--- config.mk ---
export PLATFORM = sky130hd
export DESIGN_NAME = mem_arbiter
export DESIGN_NICKNAME = d
export VERILOG_FILES = /design/src/rtl/mem_arbiter.sv
export SDC_FILE = /design/constraint.sdc
export NUM_CORES = 1
export LEC_CHECK = 0
export ABC_CLOCK_PERIOD_IN_PS = 3600
export CORE_MARGIN = 3
export CORE_UTILIZATION = 41
export CTS_CLUSTER_DIAMETER = 100
export DETAILED_ROUTE_END_ITERATION = 12
export PLACE_DENSITY = 0.8
export SYNTH_ARGS = -nofsm -noshare
export SYNTH_HDL_FRONTEND = slang
export SYNTH_SLANG_ARGS = --single-unit
export TNS_END_PERCENT = 30
--- constraint.sdc ---
create_clock -name clk -period 3.6 [get_ports clk]
set_input_delay 1.08 -clock clk [delete_from_list [all_inputs] [get_ports clk]]
set_output_delay 1.08 -clock clk [all_outputs]
set_load 0.03 [all_outputs]
--- src/rtl/mem_arbiter.sv ---
// Round-robin arbiter giving port C (CPU) and port D (debug/loader) shared access to the
// negedge-clocked ram, plus decode of the LED register and switch inputs.
module mem_arbiter #(
    parameter int                DATA_W   = 16,
    parameter int                ADDR_W   = 9,
    parameter int                RAM_AW   = 8,
    parameter logic [ADDR_W-1:0] LED_ADDR = 9'h100,
    parameter logic [ADDR_W-1:0] SW_ADDR  = 9'h140
) (
    input  logic              clk,
    input  logic              reset,
    input  logic [1:0]        c_cmd,
    input  logic [ADDR_W-1:0] c_addr,
    input  logic [DATA_W-1:0] c_wdata,
    output logic              c_ack,
    output logic [DATA_W-1:0] c_rdata,
    input  logic [1:0]        d_cmd,
    input  logic [ADDR_W-1:0] d_addr,
    input  logic [DATA_W-1:0] d_wdata,
    output logic              d_ack,
    output logic [DATA_W-1:0] d_rdata,
    output logic              ram_write,
    output logic [RAM_AW-1:0] ram_waddr,
    output logic [RAM_AW-1:0] ram_raddr,
    output logic [DATA_W-1:0] ram_wdata,
    input  logic [DATA_W-1:0] ram_rdata,
    input  logic [7:0]        sw_in,
    output logic [7:0]        led_out,
    output logic              busy
);

    typedef enum logic [1:0] {IDLE, ACCESS, RESP} state_t;

    localparam logic [1:0] CMD_READ  = 2'b10;
    localparam logic [1:0] CMD_WRITE = 2'b01;
    localparam logic       PORT_C    = 1'b0;
    localparam logic       PORT_D    = 1'b1;

    state_t              state, state_d;
    logic [1:0]          lat_cmd;
    logic [ADDR_W-1:0]   lat_addr;
    logic [DATA_W-1:0]   lat_wdata;
    logic                owner, last_owner;
    logic                grant, grant_d;
    logic                c_req, d_req;
    logic                lat_write, in_ram;
    logic [DATA_W-1:0]   rd_data;

    assign c_req     = (c_cmd == CMD_READ) || (c_cmd == CMD_WRITE);
    assign d_req     = (d_cmd == CMD_READ) || (d_cmd == CMD_WRITE);
    assign lat_write = (lat_cmd == CMD_WRITE);
    assign in_ram    = (lat_addr >> RAM_AW) == '0;

    assign ram_raddr = lat_addr[RAM_AW-1:0];
    assign ram_waddr = lat_addr[RAM_AW-1:0];
    assign ram_wdata = lat_wdata;
    // Decoded from state so an asynchronous reset kills a pending write at once
    assign ram_write = (state == ACCESS) && lat_write && in_ram;
    assign busy      = (state != IDLE);

    always_comb begin
        rd_data = '0;
        if (in_ram)
            rd_data = ram_rdata;
        else if (lat_addr == SW_ADDR)
            rd_data = {{(DATA_W-8){1'b0}}, sw_in};
        else if (lat_addr == LED_ADDR)
            rd_data = {{(DATA_W-8){1'b0}}, led_out};
    end

    // In RESP the port just served is masked, so only the other port can be granted
    always_comb begin
        state_d = state;
        grant   = 1'b0;
        grant_d = PORT_C;
        case (state)
            IDLE: begin
                if (c_req || d_req) begin
                    grant   = 1'b1;
                    grant_d = d_req && (!c_req || last_owner == PORT_C);
                    state_d = ACCESS;
                end
            end
            ACCESS: state_d = RESP;
            RESP: begin
                if ((owner == PORT_C) ? d_req : c_req) begin
                    grant   = 1'b1;
                    grant_d = (owner == PORT_C);
                    state_d = ACCESS;
                end else begin
                    state_d = IDLE;
                end
            end
            default: state_d = IDLE;
        endcase
    end

    always_ff @(posedge clk or posedge reset) begin
        if (reset) begin
            state      <= IDLE;
            lat_cmd    <= '0;
            lat_addr   <= '0;
            lat_wdata  <= '0;
            owner      <= PORT_C;
            last_owner <= PORT_D;
            c_ack      <= 1'b0;
            d_ack      <= 1'b0;
            c_rdata    <= '0;
            d_rdata    <= '0;
            led_out    <= '0;
        end else begin
            state <= state_d;
            c_ack <= 1'b0;
            d_ack <= 1'b0;
            if (grant) begin
                lat_cmd    <= grant_d ? d_cmd   : c_cmd;
                lat_addr   <= grant_d ? d_addr  : c_addr;
                lat_wdata  <= grant_d ? d_wdata : c_wdata;
                owner      <= grant_d;
                last_owner <= grant_d;
            end
            if (state == ACCESS) begin
                if (owner == PORT_D) begin
                    d_rdata <= rd_data;
                    d_ack   <= 1'b1;
                end else begin
                    c_rdata <= rd_data;
                    c_ack   <= 1'b1;
                end
                if (lat_write && lat_addr == LED_ADDR)
                    led_out <= lat_wdata[7:0];
            end
        end
    end

endmodule

# Word level (Yosys, flattened, before mapping)
# Index checks and enable logic that the tools add are counted.
dict set report op_classes {
  mux 20
  n_eq_ne 10
  bitwise_logic 2
  n_reduce_logical 15
}
# operator n
set op_table {}
lappend op_table {{16-bit two-way mux} 2}
lappend op_table {{9-bit == test, second input constant} 2}
lappend op_table {{8-bit two-way mux} 2}
lappend op_table {{1-bit two-way mux} 10}
lappend op_table {{9-bit logical NOT} 1}
lappend op_table {{9-bit two-way mux} 1}
lappend op_table {{2-bit by 1-bit == test with 1-bit output, second input constant} 4}
lappend op_table {{2-bit == test, second input constant} 3}
lappend op_table {{2-bit one-hot mux with 3 select lines} 1}
lappend op_table {{2-bit AND reduction} 3}
lappend op_table {{1-bit logical AND} 4}
lappend op_table {{1-bit logical OR} 4}
lappend op_table {{2-bit two-way mux} 2}
lappend op_table {{1-bit one-hot mux with 2 select lines} 2}
lappend op_table {{2-bit logical NOT} 1}
lappend op_table {{2-bit != test, second input constant} 1}
lappend op_table {{1-bit NOT} 2}
lappend op_table {{2-bit nonzero test} 1}
lappend op_table {{1-bit logical NOT} 1}
dict set report totals {
  wordCells 58
  output_inout_bits 76
  reg_bits 73
  inputBits 80
}

# Depth between registers and ports, before layout
# Gate-level depths: netlist of run 1.
dict set report depth {
  word_depth 8
  ltp_mapped 6
  mapped_depth_nobuf 5
}

# Worst setup path before layout of run 1
# No wires, ideal clock.
dict set report synth_timing {
  path_type {reg2out}
  start {register state[0]}
  end {output port ram_write}
  path_buffers 0
  arrival_time_ps 1242
  path_stages_with_launch 4
  setup_slack_ps 1278
  required_ps 2520
  cell_sequence {dfrtp_1 nor2b_1 nand3b_1 nor2_1}
}
dict set report synth_via {
  elab_chain_len 3
}
# item line_no
set synth_lines {}
lappend synth_lines {{from (decl)} 39} ;# state_t state, state_d;
lappend synth_lines {{from (signal assigned)} 112} ;# state <= state_d;
lappend synth_lines {{2-bit by 1-bit == test with 1-bit output} 58} ;# assign ram_write = (state == ACCESS) && lat_write && in_ram;
lappend synth_lines {{1-bit logical AND (2 in a row)} 58}
lappend synth_lines {{to (decl)} 22} ;# output logic ram_write,
# No other way between the ends.

# Final worst setup path of run 1
# Ends and elaborated chain as after synthesis.

==> results of run 1 <==
==> cell families (layout without fill, tap and decap cells) <==
| family | count (synthesis) | after routing |
|---|---|---|
| mux | 41 | 41 |
| flops | 73 | 73 |
| buf+inv | 39 | 181 |
| simple gates | 56 | 56 |
| xor+xnor | 2 | 2 |
| compound gates | 106 | 106 |
==> flip-flops by register name (all words and copies together) (netlist names) <==
register / cells
owner: 1
d_rdata: 16
lat_cmd: 2
d_ack: 1
ram_wdata: 16
state: 2
lat_addr: 9
c_ack: 1
last_owner: 1
led_out: 8
c_rdata: 16
==> per-layer routing <==
metal / GRT usage, % / wire (um)
met2: 32.4 / 4460
met5: 0 / 0
met4: 5.62 / 85
met3: 5.26 / 755
met1: 26.0 / 4000
==> per-stage QoR <==
stage | instances | util, % | setup WS, ns
floorplan | 317 | - | 0.668
global placement | 545 | 62.4 | 0.534
detailed placement | 545 | 62.4 | 0.389
CTS | 561 | 65.6 | 0.402
global route | 561 | 65.6 | 0.314
finish | 561 | 65.6 | 0.453
==> cell type report <==
cell class / count / area [um^2]
Clock inverter: 7 / 128
Timing Repair Buffer: 159 / 1590
Inverter: 6 / 23.8
Multi-Input combinational cell: 205 / 1320
Sequential cell: 73 / 1830
Fill cell: 644 / 2700
Clock buffer: 9 / 124
Tap cell: 102 / 128
==> placed cells by master (no fill, tap or decap), drive strengths merged, types with 2 or more instances in the layout <==
master	netlist	routed
nor2b	2	2
clkinv	0	4
a2bb2oi	8	8
bufinv	0	3
a21oi	51	51
nand2	45	45
o211ai	2	2
clkdlybuf4s50	0	155
dfrtp	72	72
nor2	2	2
inv	6	6
o21bai	2	2
mux2i	33	33
o21ai	35	35
nand2b	2	2
buf	23	4
mux2	8	8
clkbuf	10	9
==> worst max-delay path by stage <==
stage,slack [ns],start,endpoint,cells past startpoint
2_1_floorplan,0.67,reset,c_ack$_DFF_PP0_,1
3_3_place_gp,0.53,c_cmd[0],lat_addr[0]$_DFFE_PP0P_,6
3_5_place_dp,0.39,c_cmd[0],ram_wdata[15]$_DFFE_PP0P_,6
4_1_cts,0.40,state[0]$_DFFE_PP0P_,ram_write,4
5_1_grt,0.31,state[0]$_DFFE_PP0P_,ram_write,4
6_report,0.45,state[0]$_DFFE_PP0P_,ram_write,4
==> critical path, delay by kind of cell, from the launching register on <==
kind                   cells  cell delay, ns
buffers and inverters      1            0.68
and+or+nand+nor            3            0.59
DFF                        1            0.47
==> power by group through the flow <==
stage | sequential [uW] | clock (uW) | combinational (uW)
floorplan | 1850 | 0 | 1130
global placement | 1450 | 0 | 2360
detailed placement | 1460 | 0 | 2400
CTS | 1450 | 801 | 2420
global route | 1500 | 843 | 2560
finish | 1450 | 785 | 2400
==> impl_results.md, run 1 <==
- Status: finished, final reports clean
- Die area: 9370 um^2
- Measured slew at the worst slew-check pin: 1.05 ns
- Cells after synthesis: 317
- MaxCap Viol Count: 0
- CTS max path bufs: 2
- Cell taking the most area after synthesis: dfrtp_1
- Async set-or-reset flop fraction in the synthesized netlist: 100%
- Worst-path clk slew: 0.08 ns
- Fmax: 318 MHz
- Die Width: 96.8 um
- Gr usage total: 19.8%
- DRT iter0 DRCs: 91
- Register area share after synthesis: 54.1%
- Post-Synth XOR/XNOR Area: 0.740%
- Critical Path End Type: output pin
- P_leak: between 0.002 and 0.0025 uW
- Slew Viols, Final: 0
- CP peak stage delay: 0.68 ns
- Comb pwr share: 51.8%
- Hold Path End: d_rdata[9]$_DFFE_PP0P_
- Port buffer count: 155
- # rows: 32
- Most common cell in the synthesized netlist: dfrtp_1
- Critical path type: reg -> out
- First-pass GRT wire length: 15,100 um
- Post-CTS Setup Repair Bufs: 0
- Yosys reg bits: 73
- Synth top area share: 53.3%
- RSZ-0062 raised after global routing: false
- # nets final: 534
- Mapped Area: 3380 um^2
- # setup viols final: 0
- Final wirelength: around 9300 um
- HP Start: d_rdata[9]$_DFFE_PP0P_
- Worst R2R Start: lat_addr[4]$_DFFE_PP0P_
- Root Driver: clkbuf_8
- Synth Area in Compound Gates: between 10% and 20%
- Reg2reg path depth: 4
- WHS: 0.487 ns
- Crit-path slowest cell: clkdlybuf4s50_1
- EDFF count, synth: 0
- Max-Slew Margin vs Limit: 30.2%
- Synth Area in Adders: 0%
- Remaining antenna violation count after routing: 0
- Yosys cell types: 36
- Syn_area_per_cell: 10.7 um^2
- Overall Power: about 4600 uW
- CTS tree: built
- Yosys warning count: 0
- Clock Power Share: 16.9%
- DR pass1 iterations: 4
- Worst vdd ir: 0.563 mV
- Residual DRC: 0
- Worst path cell trace: nor2b_1, nand3b_1, nor2_1, clkdlybuf4s50_1
- Hold Path Stages: 2
- Critical Path RT: 2.52 ns
- # IOs: 156
- Switching share of power: 43.9%
- Simple-Gate Fraction of Synth Area: 7.29%
- Die height: 96.8 um
- Worst reg2reg endpoint: led_out[1]$_DFFE_PP0P_
- CORE AREA: 7850 um^2
- Psw: 2030 uW
- Synth Flop Type: dfrtp_1
- Pwr Density: 901 nW/um^2
- Mux share of post-synthesis cell area: 12.4%
- R2r setup slk: around 1.5 ns
- Initial antenna violation count: 0
- Wirelength per Cell: 16.6 um
- Type of origin of the critical path: flip-flop
- Post-CTS Hold Buffers: 0
- Largest family of logic cells by synthesized area: compound AO/OA/AOI/OAI gates
- GRT Residual Overflow: 0
- Initial Util: between 40% and 50%
- Final Hold Fails: 0
- N_diodes: 0
- Tcrit/Tclk final: between 80% and 90%
- Synth cell count leaders: dfrtp_1 (72), a21oi_1 (51), nand2_1 (45), o21ai_0 (35), mux2i_1 (33)
- Final HPWL DP: 6760 um
- Top post-synthesis cells by area: dfrtp_1 (53%), mux2i_1 (9.8%), a21oi_1 (7.6%)
- Placer Congestion: 0.801
- Hold crit path type: reg -> reg
- Placed Area: 4890 um^2
- Sequential power share: 31.3%
- Number of global-route vias before repair: roughly 2,900
- Area delta synth->final: 52.3%
- Via Count: 2,886
- Clock Sinks: 73
- Setup TNS: 0 ns
- Layout cells sized above 1: between 8 and 9%
- Cts bufs inserted: 9
- Worst-Skew Late Latency: about 0.33 ns
- Largest net degree at the start of global routing: 74
- Syn_nets: ~400
- Vias per cell: 5.14
- Final min period: about 3.1 ns
- Internal power: 2600 uW
- # resized after CTS: 0
- # H-tree levels: 3
- Arrival @ worst endpoint: 2.07 ns
- Design Area, Final: slightly above 5000 um^2
- CP max FO: 6
- Final Skew: 0.00946 ns
(Power assumes the default switching activity.)
==> run 2, diff against run 1 <==
--- a/config.mk
+++ b/config.mk
@@ -6,7 +6,7 @@
 export NUM_CORES = 1
 export LEC_CHECK = 0
 export ABC_CLOCK_PERIOD_IN_PS = 3600
-export CORE_MARGIN = 3
+export CORE_MARGIN = 2
 export CORE_UTILIZATION = 41
 export CTS_CLUSTER_DIAMETER = 100
 export DETAILED_ROUTE_END_ITERATION = 12
==> run 2 against run 1 <==
Worst setup slack lost 0.049 ns. Routed wire length shrank 3.2%. Largest power group unchanged. Sequential power about the same. Largest cell class unchanged. Final cell count rose by 0.71%. Non-clock buffer count up 1. Via count increased by 0.42%. Worst hold slack lost 0.0075 ns. Clock skew is 0.0041 ns lower.
==> impl_results.md, run 2 (synthesis gave the netlist of run 1 again) <==
- Status: finished, final reports clean
- DR pass1 iterations: 4 (unchanged)
- Util after Layout: 63.0% (-2.6 points)
- Fmax: 313 MHz (-1.5%)
- Initial Util: 41.8% (-1.3 points)
- CP max FO: 7 (+1)
- Critical path type: reg -> out
- M2 GR Usage: 35.0% (+2.6 points)
- Initial antenna violation count: 0 (unchanged)
- Remaining antenna violation count after routing: 0 (unchanged)
- Clock Power Share: 14.1% (-2.8 points)
- Clock Sinks: 73 (unchanged)
- Gr usage total: 20.8% (+1.0 points)
- Final min period: 3.20 ns (+0.0490 ns)
- Top Usage Layer GRT: met2
- CORE AREA: 8090 um^2 (+3.1%)
- Port buffer count: 155 (unchanged)
- Most frequent cells in the layout: clkdlybuf4s50_1 (155), dfrtp_1 (72), a21oi_1 (51)
- Arrival @ worst endpoint: 2.12 ns (+0.05 ns)
- Most common cell after layout, fill and taps aside: clkdlybuf4s50_1
- Wirelength per Cell: 15.9 um (-3.9%)
- Number of global-route vias before repair: 2,880 (-0.89%)
- Die height: 94.8 um (-2.1%)
- Cts bufs inserted: 9 (unchanged)
- Met1 usage: 25.9% (-0.082 points)
- # H-tree levels: 3 (unchanged)
- Setup TNS: 0 ns (unchanged)
- Final HPWL DP: 6580 um (-2.7%)
- Tcrit/Tclk final: 88.8% (+1.4 points)
- Slew Viols, Final: 0 (unchanged)
- CTS max path bufs: 2 (unchanged)
- Psw: 2000 uW (-1.6%)
- Placer Congestion: 0.781 (-2.4%)
- P_leak: 0.00227 uW (-1.2%)
- Post-CTS Hold Buffers: 0 (unchanged)
- GRT Residual Overflow: 0 (unchanged)
- Area delta synth->final: 50.9%
- # setup viols final: 0 (unchanged)
- Worst vdd ir: 0.507 mV (-9.9%)
- Comb pwr share: 53.5% (+1.7 points)
- RSZ-0062 raised after global routing: false
- Post-CTS Setup Repair Bufs: 0 (unchanged)
- Type of origin of the critical path: flip-flop
- Final wirelength: 9000 um (-3.2%)
- Die Width: 94.8 um (-2.1%)
- Worst-path clk slew: 0.08 ns (about the same)
- Layout cells sized above 1: 8.48% (-0.018 points)
- Internal power: 2460 uW (-5.6%)
- Sequential power share: 32.4% (+1.1 points)
- Via Count: 2,898 (+0.42%)
- # rows: 33 (+3.1%)
- Max-Slew Margin vs Limit: 29.8% (-0.39 points)
- # IOs: 156 (unchanged)
- GR Layer Usage met3: 6.07% (+0.80 points)
- MaxCap Viol Count: 0 (unchanged)
- Critical Path End Type: output pin
- DRT iter0 DRCs: 68 (-25%)
- Largest net degree at the start of global routing: 34 (-54%)
- Final Skew: 0.00540 ns (-0.00406 ns)
- Residual DRC: 0 (unchanged)
- First-pass GRT wire length: 14,300 um (-5.1%)
- Worst-Skew Late Latency: 0.34 ns (about the same)
- Final Hold Fails: 0 (unchanged)
- # resized after CTS: 0 (unchanged)
- # nets final: 535 (+0.19%)
- Measured slew at the worst slew-check pin: 1.05 ns (+0.00587 ns)
- N_diodes: 0 (unchanged)
- CTS tree: built
- Die area: 8990 um^2 (-4.1%)
- Hold crit path type: reg -> reg
- Critical Path RT: 2.52 ns (about the same)
- Pwr Density: 874 nW/um^2 (-3.0%)
- Vias per cell: 5.13 (-0.30%)
- Switching share of power: 44.9% (+1.0 points)
- Root Driver: clkbuf_8
==> run 2: worst max-delay path, cell delays in order (launching register included) <==
cell,delay [ns]
dfrtp_1,0.48
nor2b_1,0.28
nand3b_1,0.20
nor2_1,0.14
clkdlybuf4s50_1,0.68
==> run 2: final cells by class <==
| type | count | area, um^2 |
|---|---|---|
| clock buffers | 10 | 128 |
| inverters | 6 | 22.5 |
| multi-input cells | 205 | 1320 |
| fillers | 678 | 2990 |
| well taps | 105 | 131 |
| repair buffers | 160 | 1600 |
| flip-flops and latches | 73 | 1830 |
| clock inverters | 6 | 67.6 |
==> run 2: worst paths after layout <==
path,slack [ns],to,depth (start not counted),start
setup / recovery,0.40,ram_write,4,state[1]$_DFFE_PP0P_
hold / removal,0.48,d_rdata[14]$_DFFE_PP0P_,2,d_rdata[14]$_DFFE_PP0P_
setup reg to reg,1.47,led_out[6]$_DFFE_PP0P_,4,lat_addr[4]$_DFFE_PP0P_
hold reg to reg,0.48,d_rdata[14]$_DFFE_PP0P_,2,d_rdata[14]$_DFFE_PP0P_
max in group asynchronous,1.72,last_owner$_DFFE_PP1P_,3,reset
min in group asynchronous,1.13,c_rdata[8]$_DFFE_PP0P_,2,reset
==> run 2: metrics by stage <==
step | power (uW) | hold WS [ns] | setup WS, ns | instance area, um^2 | instances
floorplan | 2990 | 0.458 | 0.668 | 3380 | 317
global placement | 3800 | 0.461 | 0.637 | 4900 | 549
detailed placement | 3860 | 0.469 | 0.562 | 4900 | 549
CTS | 4500 | 0.486 | 0.341 | 5100 | 565
global route | 4740 | 0.504 | 0.248 | 5100 | 565
finish | 4460 | 0.480 | 0.404 | 5100 | 565
==> run 2: routing by layer <==
metal	vias to the layer above	share of wire (%)
li1	1381	-
met1	1387	43
met2	122	48
met3	8	8.3
met4	0	0.93
met5	-	0
==> run 2: power groups by stage <==
stage,logic [uW],clock network (uW),registers (uW)
floorplan,1130,0,1850
detailed placement,2400,0,1460
CTS,2400,646,1450
global placement,2360,0,1440
finish,2380,630,1440
global route,2560,680,1500
